<file path="src/rtl/adder_sub_serial_pkg.sv">
// Shared constants and FSM encoding for the bit-serial subtractor.
// Imported by the top level.
package adder_sub_serial_pkg;

  localparam int WIDTH = 8;
  localparam int CNT_W = 3;

  typedef enum logic [1:0] {
    ST_IDLE = 2'd0,
    ST_RUN  = 2'd1,
    ST_DONE = 2'd2
  } state_t;

endpackage

</file>
<file path="src/rtl/adder_sub_serial_fs.sv">
// One-bit full subtractor stage: d = a - b - bin, with the borrow-out in bout.
// Purely combinational.
module adder_sub_serial_fs (
  input  logic a,
  input  logic b,
  input  logic bin,
  output logic d,
  output logic bout
);

  assign d    = a ^ b ^ bin;
  assign bout = (~a & b) | (~(a ^ b) & bin);

endmodule

</file>
<file path="src/rtl/adder_sub_serial.sv">
// Bit-serial 8-bit subtractor: the operands shift LSB first through one full-subtractor
// stage over eight RUN cycles, and the result is published on DONE entry.
module adder_sub_serial
  import adder_sub_serial_pkg::*;
(
  input  logic             iClk,
  input  logic             iRst,
  input  logic             iStart,
  input  logic [WIDTH-1:0] iData_a,
  input  logic [WIDTH-1:0] iData_b,
  input  logic             iB,
  output logic             oBusy,
  output logic             oDone,
  output logic [WIDTH-1:0] oData,
  output logic             oData_B,
  output logic             oZero,
  output logic             oOverflow
);

  state_t             state_reg, state_next;
  logic [CNT_W-1:0]   cnt_reg;
  logic [WIDTH-1:0]   a_sh_reg, b_sh_reg, r_sh_reg;
  logic               borrow_reg;

  logic               fs_d, fs_bout;
  logic               accept, last_bit;
  logic [WIDTH-1:0]   result;

  adder_sub_serial_fs u_fs (
    .a    (a_sh_reg[0]),
    .b    (b_sh_reg[0]),
    .bin  (borrow_reg),
    .d    (fs_d),
    .bout (fs_bout)
  );

  assign accept   = iStart && ((state_reg == ST_IDLE) || (state_reg == ST_DONE));
  assign last_bit = (cnt_reg == CNT_W'(WIDTH - 1));
  assign result   = {fs_d, r_sh_reg[WIDTH-1:1]};

  always_comb begin
    state_next = state_reg;
    case (state_reg)
      ST_IDLE: if (iStart) state_next = ST_RUN;
      ST_RUN:  if (last_bit) state_next = ST_DONE;
      ST_DONE: state_next = iStart ? ST_RUN : ST_IDLE;
      default: state_next = ST_IDLE;
    endcase
  end

  always_ff @(posedge iClk or posedge iRst) begin
    if (iRst) begin
      state_reg  <= ST_IDLE;
      cnt_reg    <= '0;
      a_sh_reg   <= '0;
      b_sh_reg   <= '0;
      r_sh_reg   <= '0;
      borrow_reg <= 1'b0;
      oData      <= '0;
      oData_B    <= 1'b0;
      oZero      <= 1'b1;
      oOverflow  <= 1'b0;
    end else begin
      state_reg <= state_next;
      if (accept) begin
        a_sh_reg   <= iData_a;
        b_sh_reg   <= iData_b;
        borrow_reg <= iB;
        cnt_reg    <= '0;
      end else if (state_reg == ST_RUN) begin
        a_sh_reg   <= {1'b0, a_sh_reg[WIDTH-1:1]};
        b_sh_reg   <= {1'b0, b_sh_reg[WIDTH-1:1]};
        r_sh_reg   <= result;
        borrow_reg <= fs_bout;
        cnt_reg    <= cnt_reg + 1'b1;
        // On the last bit the shift LSBs hold the original operand sign bits.
        if (last_bit) begin
          oData     <= result;
          oData_B   <= fs_bout;
          oZero     <= (result == '0);
          oOverflow <= (a_sh_reg[0] != b_sh_reg[0]) && (fs_d != a_sh_reg[0]);
        end
      end
    end
  end

  assign oBusy = (state_reg == ST_RUN);
  assign oDone = (state_reg == ST_DONE);

endmodule

</file>
<file path="config.mk">
export PLATFORM = sky130hd
export DESIGN_NAME = adder_sub_serial
export DESIGN_NICKNAME = d
export VERILOG_FILES = /design/src/rtl/adder_sub_serial_pkg.sv /design/src/rtl/adder_sub_serial_fs.sv /design/src/rtl/adder_sub_serial.sv
export SDC_FILE = /design/constraint.sdc
export NUM_CORES = 1
export LEC_CHECK = 0
export CORE_MARGIN = 2
export CORE_UTILIZATION = 65
export DETAILED_ROUTE_END_ITERATION = 10
export DONT_BUFFER_PORTS = 1
export PLACE_DENSITY = 0.81
export SYNTH_ARGS = -nofsm -noshare
export SYNTH_HDL_FRONTEND = slang
export SYNTH_SLANG_ARGS = --single-unit
</file>
<file path="constraint.sdc">
create_clock -name iClk -period 4.4 [get_ports iClk]
set_clock_uncertainty 0.2 [all_clocks]
set_input_delay 0.44 -clock iClk [delete_from_list [all_inputs] [get_ports iClk]]
set_output_delay 0.44 -clock iClk [all_outputs]
set_load 0.02 [all_outputs]
</file>
Word-level counts from Yosys, hierarchy flattened
Cells that the tools add are included.
{ "totals": {"out_inout_bits": 13, "inputBits": 20, "word_cells": 47, "reg_bits": 41} }
{ "classes": {"eq_ne": 7, "mux": 12, "n_bitwise": 8, "n_reduce_logical": 9, "n_addsub": 1} }
{ "ops": {"columns": ["op", "n"], "rows": [
  ["two-way mux 8 bit", 4],
  ["zero test 8 bit", 1],
  ["two-way mux 3 bit", 2],
  ["case mux 2 bit (3 select lines)", 1],
  ["two-way mux 2 bit", 2],
  ["AND reduction 2 bit", 2],
  ["adder 3 x 1 -> 3 bit, second input constant", 1],
  ["equality test 3 bit, second input constant", 1],
  ["two-way mux 1 bit", 3],
  ["inverter 1 bit", 3],
  ["AND reduction 3 bit", 1],
  ["bitwise AND 1 bit", 2],
  ["equality test 2 x 1 -> 1 bit, second input constant", 1],
  ["equality test 2 bit, second input constant", 1],
  ["logical AND 1 bit", 2],
  ["zero test 2 bit", 1],
  ["inequality test 1 bit", 2],
  ["inequality test 2 x 1 -> 1 bit, second input constant", 1],
  ["inequality test 2 bit, second input constant", 1],
  ["nonzero test 2 bit", 1],
  ["bitwise XOR 1 bit", 2],
  ["logical OR 1 bit", 1],
  ["OR 1 bit", 1]
]} }

Longest topological paths before layout
Gate-level depths: netlist of the first run.
{ "depth": {"ltp_word": 6, "ltp_mapped": 6, "depth_no_buf": 5} }

Hierarchy
Synthesis of the first run repeated with hierarchy kept, for this count alone.
{ "hier_totals": {"cells_unflattened": 131, "area_unflattened_um2": 1706.6} }
{ "modules_own_cells": {"columns": ["mod", "seq_area_each_um2", "area_per_inst_um2", "instances", "cells_each"], "rows": [
  ["adder_sub_serial", 1002.2, 1675.4, 1, 127],
  ["adder_sub_serial_fs", 0.0, 31.3, 1, 4]
]} }

Worst setup path after synthesis of the first run
OpenSTA, ideal clock, no wires.
{ "synth_path": {"path_type": "register to register", "startpoint": "reg cnt_reg[0]", "endpoint": "reg oData[2]", "slack_ps": 2651, "t_arrival_ps": 1424, "setup_time_ps": 125, "t_required_ps": 4075, "path_stages_with_launch": 6, "synth_period_minus_slack_ps": 1749, "n_path_buf": 1, "path_cell_list": "dfrtp_1 ha_1 ha_1 nand3b_2 buf_2 mux2_2"} }
{ "synth_between": {"elab_chain_len": 2} }
{ "synth_rtl": {"columns": ["item", "line", "rtl"], "rows": [
  ["start: declaration", "adder_sub_serial.sv:21", "logic [CNT_W-1:0] cnt_reg;"],
  ["start signal: assignment", "adder_sub_serial.sv:75", "cnt_reg <= cnt_reg + 1'b1;"],
  ["equality test 3 bit", "adder_sub_serial.sv:38", "assign last_bit = (cnt_reg == CNT_W'(WIDTH - 1));"],
  ["AND reduction 3 bit (no source line)", null, null],
  ["end signal: assignment", "adder_sub_serial.sv:78", "oData <= result;"],
  ["end: declaration", "adder_sub_serial.sv:14", "output logic [WIDTH-1:0] oData,"]
]} }
No other way between the ends.
A chain may end at the register's enable or synchronous reset.

Worst setup path in the final report of the first run
{ "layout_path": {"startpoint": "reg state_reg[0]", "endpoint": "reg cnt_reg[0]"} }
{ "layout_between": {"elab_chain_len": 4, "word_cells_on_any_way": 7, "cone_classes": "eq/ne: 2; mux: 1; reduce/logical: 4"} }
{ "layout_rtl": {"columns": ["item", "line", "rtl"], "rows": [
  ["start: declaration", "adder_sub_serial.sv:20", "state_t state_reg, state_next;"],
  ["start signal: assignment", "adder_sub_serial.sv:64", "state_reg <= state_next;"],
  ["equality test 2 bit or zero test 2 bit (tied branches)", "adder_sub_serial.sv:37", "assign accept = iStart && ((state_reg == ST_IDLE) || (state_reg == ST_DONE));"],
  ["logical OR 1 bit", "adder_sub_serial.sv:37", null],
  ["logical AND 1 bit", "adder_sub_serial.sv:37", null],
  ["two-way mux 3 bit or nonzero test 2 bit (tied branches)", null, null]
]} }
Parallel ways exist; a longest one is shown, timed or not.

==> insert_results.sql, run 1 <==
INSERT INTO impl_metrics (metric_group, metric, value, unit) VALUES
('outcome', 'run_status', 'completed', ''),
('floorplanning', 'initial_core_util', '68.5', '%'),
('grt', 'number_of_global_route_vias_before_repair', '925', ''),
('clock_tree', 'path_clk_slew', '0.11', 'ns'),
('route', 'wl_per_cell', '15.1', 'um'),
('floorplanning', 'die_height', '55.1', 'um'),
('pwr', 'internal_power', '913', 'uW'),
('route', '1st_pass_router_iterations', '4', ''),
('floorplanning', 'io_pins', '33', ''),
('worst_setup_path', 'crit_path_start_kind', 'flop', ''),
('worst_setup_path', 'critical-path-top-delay-family', 'simple AND/OR/NAND/NOR gates', ''),
('clock_tree', 'cts_tree', 'done', ''),
('cells_and_area', 'nNetsFinal', '158', ''),
('synthesis', 'mappedNetlistNets', '153', ''),
('clock_tree', 'cts_repair_resize_count', '0', ''),
('job', 'max_cap_violations', '0', ''),
('pwr', 'power.clock.fraction', '16.3', '%'),
('synthesis', 'async_set_reset_flop_share_out_of_synthesis', '100', '%'),
('sta', 'setup_viol', '0', ''),
('pwr', 'leakage', '0.000869', 'uW'),
('clock_tree', 'cts-htree-levels', '2', ''),
('placement', 'placed_cell_area', '1700', 'um2'),
('worst_setup_path', 'crit_path_max_incr_delay', '0.70', 'ns'),
('min_path', 'worst_hold_path_type', 'in2reg', ''),
('worst_setup_path', 'r2r_cells', '3', ''),
('worst_setup_path', 'worst-endpoint-arrival', '2.24', 'ns'),
('placement', 'routabilityCongestion', '0.677', ''),
('route', 'routed_wirelength', '2490', 'um'),
('pwr', 'ir_drop', '0.000572', 'V'),
('route', 'drt-vias-per-instance', '5.91', ''),
('sta', 'maxClockFrequency', '0.455', 'GHz'),
('worst_setup_path', 'crit_cells', '3', ''),
('grt', 'maximum_number_of_pins_on_one_net_before_global_route_repair', '41', ''),
('cells_and_area', 'count_of_antenna_diodes_in_the_layout', '0', ''),
('cells_and_area', 'design_area', '1810', 'um2'),
('synthesis', 'ys.warnings.count', '0', ''),
('synthesis', 'synth-seq-area-share', '59.1', '%'),
('cells_and_area', 'register_area', '1000', 'um2'),
('floorplanning', 'dieArea', '3030', 'um2'),
('route', 'count_of_vias_placed_by_the_detailed_router', '975', ''),
('sta', 'grt_setup_unrepaired', 'no', ''),
('synthesis', 'synth_cell_type_count', '27', ''),
('pwr', 'sequentialPowerShare', '50.2', '%'),
('worst_setup_path', 'crit_path_top_delay_cell', 'nor2b_2', ''),
('pwr', 'switching_share', '35.8', '%'),
('route', 'drtIter0Drc', '12', ''),
('grt', 'global_route_total_overflow', '0', ''),
('worst_setup_path', 'path_cells', 'nor2b_2, nor2_1, mux2_2', ''),
('sta', 'slew_violations', '0', ''),
('worst_setup_path', 'cp_num_buf_inv', '0', ''),
('clock_tree', 'ctsRootBufferMaster', 'clkbuf_4', ''),
('worst_setup_path', 'timing.critical_path.to_type', 'flop', ''),
('sta', 'worstMarginPinSlew', '0.868', 'ns'),
('grt', 'antenna_found_initial', '0', ''),
('synthesis', 'netlist_area', '1700', 'um2'),
('route', 'drt.antenna.violating_nets', '0', ''),
('worst_setup_path', 'required', '4.44', 'ns'),
('synthesis', 'post_synth_top_flop', 'dfrtp_1', ''),
('sta', 'min_period_over_period', '50.0', '%'),
('worst_setup_path', 'worstPathMaxFanout', '27', ''),
('floorplanning', 'row_count', '18', ''),
('synthesis', 'synth-edff-count', '0', ''),
('grt', 'grt_usage', '20.6', '%'),
('worst_setup_path', 'criticalPathCategory', 'reg2reg', ''),
('pwr', 'netSwitchingPower', '509', 'uW'),
('synthesis', 'synthesis.area_per_instance', '13.2', 'um2'),
('cells_and_area', 'layout.cells.most_common', 'dfrtp_1', ''),
('placement', 'place.port_buffers', '0', ''),
('cells_and_area', 'drive_gt1_share', '20.7', '%'),
('cells_and_area', 'flow.area_growth_from_synthesis', '6.93', '%'),
('synthesis', 'synthesis.instances', '129', '');
## power by group through the flow
stage	Clock [uW]	Sequential (uW)	Combinational, uW
after floorplan	0	693	441
after global placement	0	719	462
after detailed placement	0	726	483
after CTS	241	718	487
after global routing	257	744	543
final	232	714	477
## cells by family after synthesis
logic type	after synthesis	synth area share, %
AO/OA/AOI/OAI	31	13.2
XOR/XNOR	1	0.516
adder cells (fa/ha/maj)	4	3.39
buffers and inverters	11	3.76
flip-flops	40	59.1
multiplexers	22	14.1
AND/OR/NAND/NOR	20	5.97
## area by class of cell
| class | count | area share, % |
|---|---|---|
| flip-flops and latches | 40 | 55.2 |
| multi-input cells | 78 | 34.9 |
| repair buffers | 5 | 2.62 |
| clock buffers | 6 | 2.28 |
| well taps | 30 | 2.07 |
| clock inverters | 2 | 1.93 |
| inverters | 4 | 0.966 |
## synth_stat cells (2+ instances only)
cell,count,share of area (%)
inv_1,3,0.66
a22o_1,11,5.7
mux2i_1,7,4.1
ha_1,3,2.2
nor2b_1,2,0.74
buf_4,2,0.88
dfrtp_1,39,58
o21ai_0,8,2.4
nand2_1,12,2.7
buf_2,4,1.2
mux2_2,15,10
a21o_1,7,3.1
o21ai_1,2,0.59
## timing repair
item | CTS | global route
endpoints found under the hold margin | 42 | 0
setup buffers | 0 | 0
hold buffers | 4 | 0
## worst paths after layout
path / startpoint / to / slack, ns
min in group asynchronous: iRst / state_reg[0] / 0.46
hold reg to reg: a_sh_reg[3] / a_sh_reg[3] / 0.29
setup reg to reg: state_reg[0] / cnt_reg[0] / 2.20
max in group asynchronous: iRst / oZero / 3.18
setup / recovery: state_reg[0] / cnt_reg[0] / 2.20
hold / removal: iData_b[3] / b_sh_reg[3] / 0.02
## layer usage
| layer | vias up | part of all wire, % | GRT usage, % |
|---|---|---|---|
| met3 | 2 | 6.8 | 9.68 |
| met2 | 29 | 49 | 31.2 |
| met4 | 0 | 1.2 | 9.76 |
| met5 | - | 0 | 0 |
| li1 | 470 | - | - |
| met1 | 474 | 43 | 24.8 |
## stage by stage
stage          hold WS (ns)  total power [uW]  std cells  worst slack (ns)
6_report             0.0186              1420        165              2.20
5_1_grt             0.00560              1540        165              2.01
4_1_cts             0.00160              1450        165              2.18
3_5_place_dp          0.267              1210        153              2.17
3_3_place_gp          0.261              1180        153              2.20
2_1_floorplan         0.250              1130        129              2.65
No activity file was read; power rests on OpenSTA's default activity.
==> run 2, diff against run 1 <==
--- a/config.mk
+++ b/config.mk
@@ -6,10 +6,10 @@
 export NUM_CORES = 1
 export LEC_CHECK = 0
 export CORE_MARGIN = 2
-export CORE_UTILIZATION = 65
+export CORE_UTILIZATION = 61
 export DETAILED_ROUTE_END_ITERATION = 10
 export DONT_BUFFER_PORTS = 1
-export PLACE_DENSITY = 0.81
+export PLACE_DENSITY = 0.77
 export SYNTH_ARGS = -nofsm -noshare
 export SYNTH_HDL_FRONTEND = slang
 export SYNTH_SLANG_ARGS = --single-unit
==> constraint.sdc (replaced) <==
create_clock -name iClk -period 2.2 [get_ports iClk]
set_clock_uncertainty 0.2 [all_clocks]
set_input_delay 0.22 -clock iClk [delete_from_list [all_inputs] [get_ports iClk]]
set_output_delay 0.22 -clock iClk [all_outputs]
set_load 0.02 [all_outputs]
==> run 2 against run 1 <==
Critical path depth up 2; first-iteration DRC count down 8.3%; combinational power up 120%; fmax up 19%; sequential cell count unchanged; global-route usage up 2.3 points; sequential share of layout area down 5.1 points.
==> insert_results.sql, run 2 (same netlist as run 1, synthesis figures left out) <==
INSERT INTO impl_metrics (metric_group, metric, value, unit) VALUES
('sta', 'setup_viol', '0', ''),
('grt', 'antenna_found_initial', '0', ''),
('cells_and_area', 'drive_gt1_share', '21.6', '%'),
('route', '1st_pass_router_iterations', '4', ''),
('clock_tree', 'cts_made_buffers', '5', ''),
('sta', 'worst_slew_margin_rel', '68.1', '%'),
('grt', 'number_of_global_route_vias_before_repair', '1141', ''),
('clock_tree', 'clock_sink_count', '40', ''),
('pwr', 'internal_power', '1920', 'uW'),
('placement', 'routabilityCongestion', '0.763', ''),
('outcome', 'run_status', 'completed', ''),
('grt', 'global_route_total_overflow', '0', ''),
('placement', 'place_hpwl', '1920', 'um'),
('worst_setup_path', 'required', '2.26', 'ns'),
('clock_tree', 'path_clk_slew', '0.12', 'ns'),
('cells_and_area', 'count_of_antenna_diodes_in_the_layout', '0', ''),
('route', 'routed_wirelength', '2980', 'um'),
('worst_setup_path', 'worst-endpoint-arrival', '1.91', 'ns'),
('route', 'drt-vias-per-instance', '5.75', ''),
('pwr', 'leakage', '0.000954', 'uW'),
('sta', 'worstMarginPinSlew', '0.478', 'ns'),
('cells_and_area', 'nNetsFinal', '176', ''),
('placement', 'place.port_buffers', '0', ''),
('min_path', 'worst_hold_path_type', 'in2reg', ''),
('sta', 'min_period_over_period', '84.0', '%'),
('pwr', 'p_comb_share', '35.0', '%'),
('floorplanning', 'initial_core_util', '62.6', '%'),
('pwr', 'netSwitchingPower', '1100', 'uW'),
('grt', 'maximum_number_of_pins_on_one_net_before_global_route_repair', '41', ''),
('placement', 'dpl_worst_slack', '0.380', 'ns'),
('cells_and_area', 'fin_cells', '184', ''),
('floorplanning', 'placeableCoreArea', '2710', 'um2'),
('pwr', 'power.clock.fraction', '17.0', '%'),
('sta', 'post_layout_worst_setup_margin', '0.352', 'ns'),
('pwr', 'report.power.total', '3010', 'uW'),
('sta', 'finalWorstPathRequiredPeriod', '1.85', 'ns'),
('pwr', 'power_density', '1510', 'nW/um2'),
('job', 'max_cap_violations', '0', ''),
('placement', 'placedCellCount', '158', ''),
('sta', 'hold_viol_final', '0', ''),
('cells_and_area', 'layout.cells.most_common', 'dfrtp_1', ''),
('worst_setup_path', 'worstPathMaxFanout', '13', ''),
('sta', 'grt_setup_unrepaired', 'no', ''),
('sta', 'slew_violations', '0', ''),
('route', 'drt.antenna.violating_nets', '0', ''),
('grt', 'grt_usage', '22.8', '%'),
('clock_tree', 'cts_tree', 'done', ''),
('grt', 'grt_first_pass_wirelength', '5370', 'um'),
('floorplanning', 'dieArea', '3220', 'um2'),
('clock_tree', 'cts-root-to-sink-buffers', '2', ''),
('worst_setup_path', 'timing.critical_path.to_type', 'flop', ''),
('floorplanning', 'row_count', '19', ''),
('floorplanning', 'io_pins', '33', ''),
('floorplanning', 'die_height', '56.7', 'um'),
('clock_tree', 'cts-htree-levels', '2', ''),
('worst_setup_path', 'criticalPathCategory', 'reg2reg', ''),
('sta', 'maxClockFrequency', '0.541', 'GHz'),
('route', 'drtIter0Drc', '11', ''),
('clock_tree', 'clk-insertion-delay-late', '0.36', 'ns'),
('cells_and_area', 'final_cell_mix', 'dfrtp_1 (39), dlygate4sd3_1 (18), mux2_2 (15)', ''),
('floorplanning', 'die-width', '56.7', 'um'),
('pwr', 'ir_drop', '0.00127', 'V'),
('cells_and_area', 'layout.filler_cells', '175', ''),
('cells_and_area', 'flow.area_growth_from_synthesis', '17.8', '%'),
('route', 'wl_per_cell', '16.2', 'um'),
('route', 'drcViolationCount', '0', ''),
('worst_setup_path', 'crit_path_start_kind', 'flop', ''),
('pwr', 'sequentialPowerShare', '48.0', '%'),
('route', 'count_of_vias_placed_by_the_detailed_router', '1058', ''),
('pwr', 'switching_share', '36.5', '%'),
('sta', 'fin_tns_setup', '0', 'ns'),
('clock_tree', 'ctsRootBufferMaster', 'clkbuf_4', '');
run 2: cell types whose count changed in the layout (fill, tap and decap cells not counted):
cell           change
buf_4              +4
clkbuf_1           -1
clkbuf_8           +1
clkinv_2           -1
clkinv_4           +1
dlygate4sd3_1     +14
run 2: stage by stage:
step / cell area (um2) / util [%] / hold WS [ns]
2_1_floorplan: 1700 / - / 0.137
3_3_place_gp: 1730 / 63.8 / 0.0506
3_5_place_dp: 1730 / 63.8 / 0.0528
4_1_cts: 2000 / 73.8 / 0.0950
5_1_grt: 2000 / 73.8 / 0.106
6_report: 2000 / 73.8 / 0.102
run 2: cell type report:
class | count | area, um2 | share of cell area, %
Multi-Input combinational cell | 78 | 633 | 31.7
Clock inverter | 2 | 38.8 | 1.94
Timing Repair Buffer | 23 | 218 | 10.9
Sequential cell | 40 | 1000 | 50.1
Inverter | 4 | 17.5 | 0.876
Clock buffer | 6 | 51.3 | 2.57
Tap cell | 31 | 38.8 | 1.94
run 2: worst paths after layout:
kind	depth (start not counted)	slack, ns	end	from
setup / recovery	5	0.35	cnt_reg[0]	state_reg[1]
hold / removal	3	0.10	a_sh_reg[1]	iStart
setup reg to reg	5	0.35	cnt_reg[0]	state_reg[1]
hold reg to reg	1	0.29	a_sh_reg[3]	a_sh_reg[3]
max in group asynchronous	3	1.25	oZero	iRst
min in group asynchronous	3	0.19	cnt_reg[1]	iRst
run 2: timing repair:
item                                   in CTS  in global routing
endpoints found under the hold margin      57                  0
buffers inserted                            0                  0
hold buffers                               18                  0
gates resized for setup                     0                  0
run 2: power by group through the flow:
stage | registers, uW | clock network, uW | logic, uW
after floorplan | 1390 | 0 | 881
after global placement | 1440 | 0 | 975
after detailed placement | 1460 | 0 | 1030
after CTS | 1450 | 528 | 1060
after global routing | 1490 | 560 | 1200
final | 1450 | 513 | 1060
run 2: worst max-delay path: stages, from the launching register on:
cell	delay [ns]
dfrtp_1	0.41
nand2b_2	0.36
inv_4	0.24
nor2_1	0.10
buf_4	0.18
mux2_2	0.26
run 2: routing by layer:
| layer | routed length (um) | GRT usage (%) | part of all wire [%] | vias up |
|---|---|---|---|---|
| li1 | - | - | - | 505 |
| met3 | 119 | 5.53 | 4.0 | 10 |
| met5 | 0 | 0 | 0 | - |
| met2 | 1570 | 38.0 | 53 | 30 |
| met4 | 92 | 14.3 | 3.1 | 0 |
| met1 | 1200 | 26.2 | 40 | 513 |
==> run 3, diff against run 2 <==
==> constraint.sdc (replaced) <==
create_clock -name iClk -period 1.75 [get_ports iClk]
set_clock_uncertainty 0.2 [all_clocks]
set_input_delay 0.175 -clock iClk [delete_from_list [all_inputs] [get_ports iClk]]
set_output_delay 0.175 -clock iClk [all_outputs]
set_load 0.02 [all_outputs]
==> run 3 against run 2 <==
Register-to-register slack got worse by 0.38 ns; cell area rose by 4.3%; the run now ends with negative setup slack left; count of clock-buffer cells in the layout fell by 1; non-clock buffer count rose by 5; critical endpoint is now oZero; sequential cell count did not move; global-route usage fell by 0.59 points; worst hold slack got worse by 0.035 ns; critical path type unchanged; total power rose by 33%; largest power group unchanged.
==> insert_results.sql, run 3 (same netlist as run 1, synthesis figures left out) <==
INSERT INTO impl_metrics (metric_group, metric, value, unit) VALUES
('grt', 'number_of_global_route_vias_before_repair', '1154', ''),
('route', 'drtIter0Drc', '39', ''),
('floorplanning', 'die_height', '56.7', 'um'),
('cells_and_area', 'count_of_antenna_diodes_in_the_layout', '0', ''),
('worst_setup_path', 'crit_path_max_incr_delay', '0.57', 'ns'),
('grt', 'grt_first_pass_wirelength', '5330', 'um'),
('sta', 'slew_violations', '0', ''),
('route', 'wl_per_cell', '17.8', 'um'),
('worst_setup_path', 'crit_path_top_delay_cell', 'fa_2', ''),
('worst_setup_path', 'r2r_start', 'a_sh_reg[0]', ''),
('pwr', 'ir_drop', '0.00154', 'V'),
('cells_and_area', 'final_cell_mix', 'dfrtp_1 (38), dlygate4sd3_1 (18), mux2_2 (15)', ''),
('worst_setup_path', 'r2r_end', 'oZero', ''),
('sta', 'setup_viol', '1', ''),
('floorplanning', 'row_count', '19', ''),
('min_path', 'hold-path-endpoint', 'borrow_reg', ''),
('worst_setup_path', 'path_cells', 'inv_2, fa_2, nor4b_4, nand2_1, o21ai_2', ''),
('cells_and_area', 'fin_cells', '190', ''),
('pwr', 'internal_power', '2510', 'uW'),
('cells_and_area', 'layout.cells.most_common', 'dfrtp_1', ''),
('clock_tree', 'clock_sink_count', '40', ''),
('worst_setup_path', 'timing.critical_path.to_type', 'flop', ''),
('sta', 'min_period_over_period', '102', '%'),
('placement', 'placedCellCount', '161', ''),
('route', '1st_pass_router_iterations', '4', ''),
('route', 'drcViolationCount', '0', ''),
('pwr', 'report.power.total', '4020', 'uW'),
('placement', 'routabilityCongestion', '0.766', ''),
('sta', 'finalWorstPathRequiredPeriod', '1.78', 'ns'),
('sta', 'grt_setup_unrepaired', 'yes', ''),
('sta', 'maxClockFrequency', '0.562', 'GHz'),
('worst_setup_path', 'criticalPathCategory', 'reg2reg', ''),
('route', 'count_of_vias_placed_by_the_detailed_router', '1108', ''),
('route', 'routed_wirelength', '3380', 'um'),
('clock_tree', 'cts_tree', 'done', ''),
('pwr', 'switching_share', '37.7', '%'),
('min_path', 'worst_hold_startpoint', 'iStart', ''),
('min_path', 'worst_hold_path_type', 'in2reg', ''),
('worst_setup_path', 'r2r_cells', '5', ''),
('cells_and_area', 'nNetsFinal', '182', ''),
('cells_and_area', 'flow.area_growth_from_synthesis', '22.9', '%'),
('placement', 'place_hpwl', '1970', 'um'),
('outcome', 'run_status', 'complete, but fails checks', ''),
('clock_tree', 'path_clk_slew', '0.13', 'ns'),
('grt', 'grt_usage', '22.2', '%'),
('clock_tree', 'cts-htree-levels', '2', ''),
('sta', 'worstMarginPinSlew', '0.484', 'ns'),
('cells_and_area', 'postLayoutCoreUtil', '76.9', '%'),
('clock_tree', 'clk-insertion-delay-late', '0.35', 'ns'),
('grt', 'maximum_number_of_pins_on_one_net_before_global_route_repair', '41', ''),
('route', 'drt-vias-per-instance', '5.83', ''),
('pwr', 'p_comb_share', '38.2', '%'),
('grt', 'global_route_total_overflow', '0', ''),
('worst_setup_path', 'crit_path_start_kind', 'flop', ''),
('pwr', 'sequentialPowerShare', '46.5', '%'),
('pwr', 'power_density', '1930', 'nW/um2'),
('worst_setup_path', 'ff2ff_setup_slack', '-0.03', 'ns'),
('worst_setup_path', 'required', '1.84', 'ns'),
('floorplanning', 'io_pins', '33', ''),
('placement', 'place.port_buffers', '0', ''),
('job', 'max_cap_violations', '0', ''),
('floorplanning', 'initial_core_util', '62.6', '%'),
('floorplanning', 'die-width', '56.7', 'um'),
('pwr', 'power.clock.fraction', '15.3', '%'),
('route', 'drt.antenna.violating_nets', '0', ''),
('placement', 'dpl_worst_slack', '-0.133', 'ns'),
('sta', 'hold_viol_final', '0', ''),
('cells_and_area', 'drive_gt1_share', '28.3', '%'),
('pwr', 'netSwitchingPower', '1520', 'uW'),
('clock_tree', 'cts-root-to-sink-buffers', '2', ''),
('worst_setup_path', 'worstPathMaxFanout', '3', ''),
('clock_tree', 'cts_made_buffers', '5', ''),
('floorplanning', 'placeableCoreArea', '2710', 'um2'),
('worst_setup_path', 'worst-endpoint-arrival', '1.87', 'ns'),
('worst_setup_path', 'crit_cells', '5', ''),
('clock_tree', 'ctsRootBufferMaster', 'clkbuf_4', ''),
('floorplanning', 'dieArea', '3220', 'um2'),
('worst_setup_path', 'cp_num_buf_inv', '1', ''),
('grt', 'antenna_found_initial', '0', ''),
('sta', 'post_layout_worst_setup_margin', '-0.0301', 'ns'),
('pwr', 'leakage', '0.00100', 'uW'),
('worst_setup_path', 'critical-path-top-delay-family', 'adder cells', ''),
('min_path', 'min_path_cells', '3', ''),
('outcome', 'violations', 'negative setup slack', ''),
('sta', 'worst_slew_margin_rel', '67.7', '%'),
('sta', 'finalHoldWorstSlack', '0.0672', 'ns');
==> run 3: metal layers <==
layer	routed length (um)	GRT usage [%]	part of all wire, %	vias to the layer above
met4	91	5.98	2.7	0
li1	-	-	-	521
met2	1840	39.0	54	33
met1	1320	26.7	39	545
met5	0	0	0	-
met3	125	6.45	3.7	9
==> run 3: metrics by stage <==
stage	setup TNS, ns	cell area, um2
3_3_place_gp	-0.00232	1750
6_report	-0.0301	2080
2_1_floorplan	0	1700
4_1_cts	-0.0259	2030
3_5_place_dp	-0.255	1750
5_1_grt	-0.133	2080
==> run 3: how the worst max path moves through the flow <==
| stage | startpoint | end | slack, ns |
|---|---|---|---|
| 6_report | a_sh_reg[0] | oZero | -0.03 |
| 5_1_grt | a_sh_reg[0] | oZero | -0.07 |
| 4_1_cts | a_sh_reg[0] | oZero | -0.03 |
| 3_5_place_dp | borrow_reg | oZero | -0.13 |
| 3_3_place_gp | borrow_reg | oZero | -0.002 |
| 2_1_floorplan | cnt_reg[0] | oData[2] | 0.001 |
==> run 3: tightest hold or removal path, cell delays in order <==
cell and delay [ns]:
nor2b_2 0.17, buf_4 0.16, o21ai_1 0.07
==> run 3: layout make-up <==
class,instances,area (um2)
Sequential cell,40,1000
Multi-Input combinational cell,79,686
Fill cell,171,626
Timing Repair Buffer,28,255
Clock inverter,3,46.3
Tap cell,31,38.8
Clock buffer,5,37.5
Inverter,4,17.5
==> run 3: power by group through the flow <==
stage                     Sequential [uW]  Clock, uW  Combinational [uW]
after floorplan                      1740          0                1110
after global routing                 1930        675                1690
after global placement               1810          0                1280
after detailed placement             1840          0                1340
after CTS                            1830        637                1400
final                                1870        617                1540
==> run 3: repair_timing <==
| action | CTS | global route |
|---|---|---|
| endpoints found under the hold margin | 57 | 0 |
| resized for setup | 4 | 6 |
| setup endpoints to repair | 10 | 4 |
| hold buffers | 18 | 0 |
| cloned | 0 | 1 |
| pin swaps | 0 | 1 |
| setup buffers | 0 | 2 |
